### config.mk
export PLATFORM = sky130hd
export DESIGN_NAME = vend_ctrl_param
export DESIGN_NICKNAME = d
export VERILOG_FILES = /design/src/rtl/vend_pkg.sv /design/src/rtl/coin_decode.sv /design/src/rtl/vend_ctrl_param.sv
export SDC_FILE = /design/constraint.sdc
export NUM_CORES = 1
export LEC_CHECK = 0
export CORE_MARGIN = 8
export CORE_UTILIZATION = 47
export DETAILED_ROUTE_END_ITERATION = 16
export PLACE_DENSITY_LB_ADDON = 0.3
export SLEW_MARGIN = 5
export SYNTH_ARGS = -nofsm -noshare
export SYNTH_HDL_FRONTEND = slang
export SYNTH_HIERARCHICAL = 1
export SYNTH_SLANG_ARGS = --single-unit
### constraint.sdc
create_clock -name clk -period 3.75 [get_ports clk]
set_input_delay 0.5625 -clock clk [delete_from_list [all_inputs] [get_ports clk]]
set_output_delay 0.5625 -clock clk [all_outputs]
set_load 0.02 [all_outputs]
### src/rtl/vend_pkg.sv
// Shared types and constants for the coin vending controller.
package vend_pkg;

    typedef enum logic [1:0] {
        IDLE    = 2'd0,
        COLLECT = 2'd1,
        VEND    = 2'd2,
        CHANGE  = 2'd3
    } state_t;

    localparam int unsigned VALUE_W = 3;

    localparam logic [VALUE_W-1:0] NICKEL_V  = 3'd1;
    localparam logic [VALUE_W-1:0] DIME_V    = 3'd2;
    localparam logic [VALUE_W-1:0] QUARTER_V = 3'd5;

endpackage

### src/rtl/coin_decode.sv
// Combinational coin decoder: flags a single valid coin or a multi-coin
// collision and gives the coin value in nickel units.
module coin_decode
    import vend_pkg::*;
(
    input  logic               coin_n,
    input  logic               coin_d,
    input  logic               coin_q,
    output logic               valid,
    output logic               multi,
    output logic [VALUE_W-1:0] value
);

    logic [1:0] n_high;

    always_comb begin
        n_high = 2'(coin_n) + 2'(coin_d) + 2'(coin_q);
        valid  = (n_high == 2'd1);
        multi  = (n_high >= 2'd2);
        value  = '0;
        if (coin_n)      value = NICKEL_V;
        else if (coin_d) value = DIME_V;
        else if (coin_q) value = QUARTER_V;
    end

endmodule

### src/rtl/vend_ctrl_param.sv
// Parametrised vending controller: accumulates credit, pulses vend at PRICE,
// then pays change or a cancel refund out one nickel per cycle.
module vend_ctrl_param
    import vend_pkg::*;
#(
    parameter int unsigned PRICE    = 4,
    parameter int unsigned CREDIT_W = 4
) (
    input  logic                clk,
    input  logic                rst,
    input  logic                coin_n,
    input  logic                coin_d,
    input  logic                coin_q,
    input  logic                cancel,
    output logic                vend,
    output logic                nickel_out,
    output logic                coin_rej,
    output logic                busy,
    output logic [CREDIT_W-1:0] credit,
    output logic [1:0]          state
);

    // Credit must hold PRICE plus a quarter's worth of overshoot.
    generate
        if (PRICE < 1 || (PRICE + 4) > ((2 ** CREDIT_W) - 1)) begin : g_bad_params
            $error("vend_ctrl_param: PRICE out of range for CREDIT_W");
        end
    endgenerate

    localparam logic [CREDIT_W-1:0] PRICE_C = CREDIT_W'(PRICE);

    logic               coin_valid;
    logic               coin_multi;
    logic [VALUE_W-1:0] coin_value;

    coin_decode u_coin_decode (
        .coin_n (coin_n),
        .coin_d (coin_d),
        .coin_q (coin_q),
        .valid  (coin_valid),
        .multi  (coin_multi),
        .value  (coin_value)
    );

    state_t              state_q, state_d;
    logic [CREDIT_W-1:0] credit_q, credit_d;
    logic [CREDIT_W-1:0] sum;
    logic                rej_d;
    logic                any_coin;

    always_ff @(posedge clk or negedge rst) begin
        if (!rst) begin
            state_q    <= IDLE;
            credit_q   <= '0;
            vend       <= 1'b0;
            nickel_out <= 1'b0;
            coin_rej   <= 1'b0;
            busy       <= 1'b0;
        end else begin
            state_q    <= state_d;
            credit_q   <= credit_d;
            vend       <= (state_d == VEND);
            nickel_out <= (state_d == CHANGE);
            coin_rej   <= rej_d;
            busy       <= (state_d == VEND) || (state_d == CHANGE);
        end
    end

    always_comb begin
        state_d  = state_q;
        credit_d = credit_q;
        rej_d    = 1'b0;
        any_coin = coin_n | coin_d | coin_q;
        sum      = credit_q + CREDIT_W'(coin_value);

        case (state_q)
            IDLE, COLLECT: begin
                // Cancel beats a simultaneous coin; the coin goes back.
                if (cancel && state_q == COLLECT && credit_q != '0) begin
                    state_d = CHANGE;
                    rej_d   = any_coin;
                end else if (coin_multi) begin
                    rej_d = 1'b1;
                end else if (coin_valid) begin
                    if (sum >= PRICE_C) begin
                        state_d  = VEND;
                        credit_d = sum - PRICE_C;
                    end else begin
                        state_d  = COLLECT;
                        credit_d = sum;
                    end
                end
            end
            VEND: begin
                rej_d   = any_coin;
                state_d = (credit_q == '0) ? IDLE : CHANGE;
            end
            CHANGE: begin
                rej_d = any_coin;
                if (credit_q <= CREDIT_W'(1)) begin
                    state_d  = IDLE;
                    credit_d = '0;
                end else begin
                    credit_d = credit_q - CREDIT_W'(1);
                end
            end
            default: begin
                state_d  = IDLE;
                credit_d = '0;
            end
        endcase
    end

    assign credit = credit_q;
    assign state  = state_q;

endmodule

==> results.json, run 1 <==
{
  "status": "complete, no violations",
  "die_w_um": 55.5,
  "post_cts_buffers": 0,
  "drive_gt1_share_pct": 9.78,
  "vdd_drop_max_v": 0.000461,
  "drcViolationCount": 0,
  "synth_xor_area_share_pct": 3.59,
  "grt_pass1_wl_mm": 2.86,
  "route.vias.total": 632,
  "period_minus_slack_ns": 2.59,
  "path_class": "input pin to register",
  "clock_path_buffers": 2,
  "critPathMaxFanout": 4,
  "multiInputGateArea_um2": 470,
  "synth_top_family_by_area": "simple AND/OR/NAND/NOR gates",
  "hold_buffers": 0,
  "synth_cell_types": 35,
  "initial_core_util_pct": 49.2,
  "cts_buffers": 3,
  "dp.cells": 104,
  "clock-sinks": 9,
  "ctsHtreeMaxLevel": 1,
  "critPathCaptureType": "register",
  "synth_nets": 90,
  "synthSimpleGateAreaFrac_pct": 23.6,
  "swShare_pct": 45.1,
  "drv_slew": 0,
  "slowest_delay_ns": 0.54,
  "drt-initial-drc-count": 18,
  "vias_per_cell": 5.85,
  "period_share_pct": 69.0,
  "synth_cells": 77,
  "muxShareOfSynthArea_pct": 1.37,
  "n_antenna_cell": 0,
  "grt_setup_unrepaired": "no",
  "core-area_um2": 1490,
  "synth_area_um2": 732,
  "worstPathArrival_ns": 2.75,
  "pwr-share-comb_pct": 63.0,
  "overflow": 0,
  "crit_path_cell_trace": "clkdlybuf4s50_1 -> nand2b_4 -> nand2b_1 -> ha_1 -> fa_1 -> xnor2_1 -> a31oi_1 -> nand3_2 -> o21a_1",
  "dp_hpwl_mm": 1.29,
  "placementRows": 14,
  "p_clk_share_pct": 9.9,
  "synth_seq_cells": 9,
  "fmax_mhz": 386,
  "internal_power_uw": 426,
  "nets": 106,
  "wl_mm": 1.63,
  "place.gp.congestion": 0.806,
  "ant_nets": 0,
  "max-cap-violations": 0,
  "finalSetupViolCount": 0,
  "hold_class": "input pin to async pin",
  "cts_resized": 0,
  "clk_latency_ns": 0.27,
  "die_h_um": 55.5,
  "cp-start-kind": "input pin",
  "hold_viol_final": 0,
  "syn_avg_cell_area_um2": 9.51,
  "synthAdderAreaFrac_pct": 14.0,
  "drtPass1Iterations": 4,
  "yosysWarnings": 6,
  "grt_max_degree": 13,
  "grt_antenna_before_repair": 0,
  "seq_area_frac_synth_pct": 30.8,
  "grt_pass1_vias": 612,
  "fin_cells": 108,
  "fill_cells": 142,
  "cp_slowest_cell": "clkdlybuf4s50_1",
  "path_clk_slew_ns": 0.06,
  "io_pins": 16,
  "leakage_uw": 0.000388,
  "slew_headroom_pct": 64.8,
  "cts_root_buffer": "clkbuf_4",
  "worstPathRequired_ns": 3.91,
  "synth_compound_area_share_pct": 21.7,
  "seq_area_um2": 225,
  "max_slew.worst_pin.slew_ns": 0.523,
  "final.setup_skew_ns": 0.00382,
  "pwr-share-seq_pct": 27.1,
  "die-area_um2": 3080,
  "p_switching_uw": 350,
  "track_usage_pct": 11.3,
  "cts_tree": "done",
  "setup_tns_ns": 0,
  "power.density_nw_per_um2": 859,
  "wl_per_cell_um": 15.1,
  "synthToLayoutAreaGrowth_pct": 23.4,
  "io_buffers": 15
}
cells by family (layout without fill, tap and decap cells):
logic type / after synthesis / after routing
XOR/XNOR: 3 / 3
AO/OA/AOI/OAI: 23 / 23
adder cells (fa/ha/maj): 7 / 7
multiplexers: 1 / 1
AND/OR/NAND/NOR: 27 / 27
flip-flops: 9 / 9
buffers and inverters: 7 / 22
area by class of cell:
class | instances | share of cell area (%)
clock buffers | 4 | 2.91
inverters | 3 | 1.25
multi-input cells | 61 | 52.1
flip-flops and latches | 9 | 24.9
well taps | 16 | 2.22
repair buffers | 15 | 16.6
metal layers:
layer	wire length, µm	share of wire, %	GRT usage, %	vias to the layer above
met4	33	2.0	6.34	0
li1	-	-	-	310
met5	0	0	0	-
met3	74	4.5	2.97	4
met2	782	48	17.5	18
met1	737	45	13.8	300
worst max-delay path, delay by kind of cell:
| family | cells | cell delay (ns) |
|---|---|---|
| fa+ha+maj | 2 | 0.67 |
| buf+inv | 1 | 0.54 |
| compound gates | 2 | 0.46 |
| simple gates | 3 | 0.32 |
| xor+xnor | 1 | 0.19 |
Yosys cell counts:
cell       instances  area share (%)
nor3b_2            2             3.4
a21o_1             1             1.0
a2bb2oi_1          3             3.6
nand3b_1           2             2.1
clkbuf_2           1            0.68
o21ai_0            3             2.1
buf_4              2             2.1
o32a_1             1             1.4
nand2_1            5             2.6
o31ai_1            3             3.1
nor3_1             2             1.4
xor2_1             1             1.2
xnor2_1            2             2.4
a21oi_1            6             4.1
buf_2              1            0.68
mux2i_1            1             1.4
a31o_2             1             1.2
o22ai_1            1            0.86
o31a_1             1             1.2
nand4_1            1            0.86
a31oi_1            1            0.86
nor2_1             5             2.6
o21a_1             1             1.0
dfrtp_1            9              31
inv_1              3             1.5
ha_1               5             8.5
and2_1             1            0.86
a41o_1             1             1.4
nand2b_4           1             1.9
nor4_1             1            0.86
fa_1               2             5.5
or4_4              1             1.5
nand2b_1           2             1.7
nand3_2            1             1.4
nor2b_1            3             2.6
sequential cells by signal (all words and copies together), names as in the netlist:
register    count
busy            1
vend            1
credit          4
state           1
coin_rej        1
nickel_out      1
per-stage QoR:
step	total power [µW]	util (%)	worst slack [ns]	hold slack [ns]	instance area, µm²
final	776	60.7	1.16	0.601	903
after global routing	845	60.7	1.04	0.638	903
after CTS	782	60.7	1.16	0.613	903
after detailed placement	703	58.9	0.889	0.621	877
after global placement	687	58.9	0.932	0.620	877
after floorplan	558	-	1.63	0.267	732
power groups by stage:
| stage | logic (µW) | clock network (µW) | registers, µW |
|---|---|---|---|
| floorplan | 336 | 0 | 222 |
| CTS | 495 | 78.6 | 209 |
| detailed placement | 492 | 0 | 211 |
| global placement | 479 | 0 | 209 |
| finish | 489 | 76.6 | 211 |
| global route | 539 | 86.3 | 220 |
worst paths after layout:
kind	cells past startpoint	slack, ns	endpoint	start
max	9	1.16	state[0]	coin_d
min	1	0.60	credit[1]	rst
max reg2reg	6	1.73	state[0]	credit[0]
min reg2reg	2	0.64	credit[1]	credit[1]
max in group asynchronous	1	2.84	coin_rej	rst
min in group clk	2	0.64	credit[1]	credit[1]
cell usage in the layout (no fill, tap or decap):
cell,instances
clkbuf_1,1
xnor2_1,2
ha_1,5
nand3b_1,2
dfrtp_1,9
nor4_1,1
o21a_1,1
o22ai_1,1
nand3_2,1
nand2b_4,1
fa_1,2
and2_1,1
nor3b_2,2
nand4_1,1
nor3_1,2
inv_1,3
o21ai_0,3
or4_4,1
clkdlybuf4s50_1,15
nand2_1,5
o32a_1,1
a2bb2oi_1,3
nor2_1,5
o31a_1,1
mux2i_1,1
xor2_1,1
a21o_1,1
clkbuf_4,3
nor2b_1,3
a31oi_1,1
nand2b_1,2
a21oi_1,6
o31ai_1,3
a41o_1,1
a31o_2,1
(Power assumes the default switching activity.)
==> run 2, diff against run 1 <==
- clock period: 3.75 -> 2.6 ns (I/O delays scaled with it)
==> run 2 against run 1 <==
  * Flip-flop and latch count did not move
  * Cell area increased by 1.7%
  * Non-clock buffer count rose by 2
  * Via count grew 2.2%
  * Die area did not move
  * Utilization increased by 1.0 points
==> results.json, run 2 (same netlist as run 1, synthesis figures left out) <==
{
  "status": "complete, no violations",
  "post_cts_buffers": 0,
  "grt_antenna_before_repair": 0,
  "die-area_um2": 3080,
  "max_slew.worst_pin.slew_ns": 0.549,
  "drtPass1Iterations": 4,
  "n_antenna_cell": 0,
  "whs_ns": 0.433,
  "finalSetupViolCount": 0,
  "clock-sinks": 9,
  "fin_cells": 110,
  "max-cap-violations": 0,
  "worstPathArrival_ns": 2.49,
  "cp-start-kind": "input pin",
  "cts_buffers": 3,
  "initial_core_util_pct": 49.2,
  "cp_slowest_cell": "clkdlybuf4s50_1",
  "r2r_setup_slack_ns": 0.60,
  "core-area_um2": 1490,
  "final.setup_skew_ns": 0.00128,
  "leakage_uw": 0.000397,
  "worstPathRequired_ns": 2.77,
  "clk_latency_ns": 0.27,
  "fmax_mhz": 432,
  "setup_tns_ns": 0,
  "io_buffers": 15,
  "drcViolationCount": 0,
  "critPathTopFamily": "adder cells",
  "dp.cells": 106,
  "p_clk_share_pct": 10.1,
  "wl_per_cell_um": 15.6,
  "die_h_um": 55.5,
  "power_uw": 1150,
  "path_class": "input pin to register",
  "highest_layer": "met4",
  "vias_per_cell": 5.87,
  "io_pins": 16,
  "critPathMaxFanout": 4,
  "path_clk_slew_ns": 0.06,
  "grt_pass1_vias": 672,
  "swShare_pct": 45.2,
  "wl_met3_um": 138,
  "power.density_nw_per_um2": 1250,
  "hold_viol_final": 0,
  "nets": 108,
  "ant_nets": 0,
  "finalCoreUtilization_pct": 61.7,
  "grt_pass1_wl_mm": 2.99,
  "route.vias.total": 646,
  "grt_setup_unrepaired": "no",
  "slew_headroom_pct": 63.0,
  "period_share_pct": 89.1,
  "place.gp.congestion": 0.792,
  "drt-met1-wl_um": 688,
  "grt_max_degree": 13,
  "placementRows": 14,
  "drive_gt1_share_pct": 11.7,
  "critPathCaptureType": "register",
  "rr_endpoint": "state[0]",
  "r2r-start": "credit[0]",
  "wl_mm": 1.71,
  "die_w_um": 55.5,
  "dp_hpwl_mm": 1.35,
  "pwr-share-seq_pct": 26.5,
  "track_usage_pct": 11.9,
  "hold_buffers": 0,
  "synthToLayoutAreaGrowth_pct": 25.5,
  "cp.buffers_inverters": 1,
  "pwr-share-comb_pct": 63.4,
  "period_minus_slack_ns": 2.32,
  "ctsHtreeMaxLevel": 1,
  "layout_commonest_cell": "clkdlybuf4s50_1",
  "slowest_delay_ns": 0.50,
  "overflow": 0,
  "p_switching_uw": 518,
  "hold_class": "input pin to async pin",
  "crit_path_cell_trace": "clkdlybuf4s50_1 -> nand2b_4 -> nand2b_1 -> ha_1 -> fa_1 -> xnor2_1 -> a31oi_1 -> nand3_2 -> o21a_1",
  "layout_common_cells": "15 x clkdlybuf4s50_1, 9 x dfrtp_1, 6 x a21oi_1",
  "cts_root_buffer": "clkbuf_4",
  "cts_resized": 0,
  "largest_register_ffs": 4,
  "vdd_drop_max_v": 0.000646,
  "internal_power_uw": 628,
  "drv_slew": 0,
  "wl_met2_um": 829,
  "drt-initial-drc-count": 27,
  "cts_tree": "done",
  "r2r_cells": 6,
  "clock_path_buffers": 2
}
-- run 2: cell types whose count changed in the layout (fill, tap and decap cells not counted) --
cell / delta
buf_4: +2
-- run 2: layout make-up --
type / count / area, µm²
Clock buffer: 4 / 26.3
Fill cell: 140 / 571
Inverter: 3 / 11.3
Multi-Input combinational cell: 61 / 470
Sequential cell: 9 / 225
Tap cell: 16 / 20.0
Timing Repair Buffer: 17 / 165
-- run 2: per-stage QoR --
step | area [µm²] | worst slack, ns
after floorplan | 732 | 0.649
after global placement | 892 | 0.0735
after detailed placement | 892 | -0.0130
after CTS | 918 | 0.277
after global routing | 918 | 0.158
final | 918 | 0.283
-- run 2: power groups by stage --
| stage | clock network [µW] | logic (µW) | registers (µW) |
|---|---|---|---|
| 2_1_floorplan | 0 | 485 | 320 |
| 3_3_place_gp | 0 | 708 | 302 |
| 3_5_place_dp | 0 | 728 | 307 |
| 4_1_cts | 118 | 729 | 304 |
| 5_1_grt | 128 | 791 | 322 |
| 6_report | 116 | 726 | 304 |
-- run 2: how the worst max path moves through the flow --
stage | from | endpoint | slack, ns | depth (start not counted)
floorplan | credit[0] | state[0] | 0.65 | 6
CTS | coin_d | state[0] | 0.28 | 9
global route | coin_d | state[0] | 0.16 | 9
detailed placement | coin_d | state[0] | -0.01 | 9
finish | coin_d | state[0] | 0.28 | 9
global placement | coin_d | state[0] | 0.07 | 9
-- run 2: metal layers --
| metal | up-vias | track usage [%] |
|---|---|---|
| met5 | - | 0 |
| met4 | 0 | 7.75 |
| li1 | 315 | - |
| met3 | 7 | 4.57 |
| met1 | 303 | 13.0 |
| met2 | 21 | 18.6 |
==> run 3, diff against run 2 <==
- CORE_ASPECT_RATIO: default -> 0.8
- CORE_UTILIZATION: 47 -> 40
==> run 3 against run 2 <==
  * Clock power down 9%
  * Cell area increased by 1.9%
  * Non-clock buffer count increased by 1
  * Largest power group unchanged
  * Sequential share of layout area shrank 0.46 points
  * Setup slack better by 0.0041 ns
  * Combinational power barely moved
  * Global-route usage fell by 1.6 points
  * Highest routed layer unchanged
==> results.json, run 3 (same netlist as run 1, synthesis figures left out) <==
{
  "status": "complete, no violations",
  "p_clk_share_pct": 9.4,
  "swShare_pct": 44.0,
  "core-area_um2": 1800,
  "fmax_mhz": 432,
  "rr_endpoint": "state[0]",
  "r2r_cells": 6,
  "initial_core_util_pct": 40.6,
  "cp.buffers_inverters": 2,
  "drt-initial-drc-count": 4,
  "r2r_setup_slack_ns": 0.65,
  "dp_hpwl_mm": 1.27,
  "p_switching_uw": 498,
  "drtPass1Iterations": 4,
  "period_minus_slack_ns": 2.31,
  "path_class": "input pin to register",
  "crit_path_cell_trace": "clkdlybuf4s50_1 -> buf_4 -> fa_1 -> nor2b_1 -> nor3b_2 -> o21ai_0 -> o31ai_1",
  "setup_tns_ns": 0,
  "pwr-share-seq_pct": 26.6,
  "pwr-share-comb_pct": 64.1,
  "io_pins": 16,
  "die_h_um": 54.3,
  "layout_common_cells": "15 x clkdlybuf4s50_1, 9 x dfrtp_1, 6 x a21oi_1",
  "grt_antenna_before_repair": 0,
  "largest_register_ffs": 4,
  "clock_path_buffers": 2,
  "hold_buffers": 0,
  "whs_ns": 0.429,
  "finalInstanceArea_um2": 936,
  "max_slew.worst_pin.slew_ns": 0.560,
  "io_buffers": 15,
  "n_antenna_cell": 0,
  "clk_latency_ns": 0.26,
  "worstPathRequired_ns": 2.76,
  "cp_slowest_cell": "fa_1",
  "fin_cells": 119,
  "r2r-start": "credit[0]",
  "fill_cells": 169,
  "placementRows": 14,
  "critPathTopFamily": "buffers and inverters",
  "slowest_delay_ns": 0.50,
  "pre_cts_ws_ns": 0.0541,
  "critPathMaxFanout": 4,
  "drv_slew": 0,
  "post_cts_buffers": 0,
  "ant_nets": 0,
  "multiInputGateArea_um2": 470,
  "cp-start-kind": "input pin",
  "drive_gt1_share_pct": 12.6,
  "overflow": 0,
  "cts_root_buffer": "clkbuf_4",
  "route.vias.total": 624,
  "timing.final.ws_setup_ns": 0.287,
  "vias_per_cell": 5.24,
  "die-area_um2": 3460,
  "critPathCaptureType": "register",
  "cts_tree": "done",
  "seq_area_um2": 225,
  "nets": 109,
  "vdd_drop_max_v": 0.000516,
  "max-cap-violations": 0,
  "synthToLayoutAreaGrowth_pct": 27.9,
  "wl_per_cell_um": 13.0,
  "cts_resized": 0,
  "grt_setup_unrepaired": "no",
  "finalSetupViolCount": 0,
  "place.gp.congestion": 0.781,
  "final.setup_skew_ns": 0.000984,
  "hold_class": "input pin to async pin",
  "internal_power_uw": 633,
  "layout_commonest_cell": "clkdlybuf4s50_1",
  "wl_mm": 1.55,
  "drcViolationCount": 0,
  "slew_headroom_pct": 62.3,
  "dp.cells": 115,
  "grt_max_degree": 13,
  "period_share_pct": 88.9,
  "leakage_uw": 0.000402,
  "grt_pass1_vias": 618,
  "clock-sinks": 9,
  "die_w_um": 63.8,
  "worstPathArrival_ns": 2.48,
  "power.density_nw_per_um2": 1210,
  "path_clk_slew_ns": 0.06,
  "track_usage_pct": 10.3,
  "cts_buffers": 3,
  "ctsHtreeMaxLevel": 1,
  "grt_pass1_wl_mm": 2.76,
  "hold_viol_final": 0,
  "placed_area_um2": 910
}
-- run 3: changes by cell type in the layout (fill, tap and decap cells not counted) --
cell / change
buf_4: +1
-- run 3: worst max-delay path by stage --
stage               from         to  slack, ns  depth (start not counted)
6_report          coin_d  credit[2]       0.29                          7
5_1_grt           coin_d  credit[2]       0.19                          7
2_1_floorplan  credit[0]   state[0]       0.65                          6
3_3_place_gp      coin_d  credit[2]       0.05                          7
3_5_place_dp      coin_d   state[0]       0.05                          9
4_1_cts           coin_d   state[0]       0.32                          9
-- run 3: power by group through the flow --
stage | logic, µW | registers, µW | clock network (µW)
floorplan | 485 | 320 | 0
global placement | 719 | 303 | 0
detailed placement | 729 | 304 | 0
CTS | 731 | 300 | 114
global route | 797 | 321 | 122
finish | 724 | 301 | 106
-- run 3: layer usage --
layer	GRT usage, %	part of all wire (%)
met2	16.5	47
met3	2.04	3.8
met1	12.8	48
met4	6.64	0.52
met5	0	0
-- run 3: final cells by class --
class | instances | area share (%)
timing repair buffer | 18 | 18.4
multi-input combinational | 61 | 50.3
sequential | 9 | 24.1
clock buffer | 4 | 2.81
inverter | 3 | 1.20
tap | 24 | 3.21
-- run 3: metrics by stage --
step / power, µW / util [%]
after floorplan: 805 / -
after global placement: 1020 / 50.4
after detailed placement: 1030 / 50.4
after CTS: 1140 / 51.9
after global routing: 1240 / 51.9
final: 1130 / 51.9
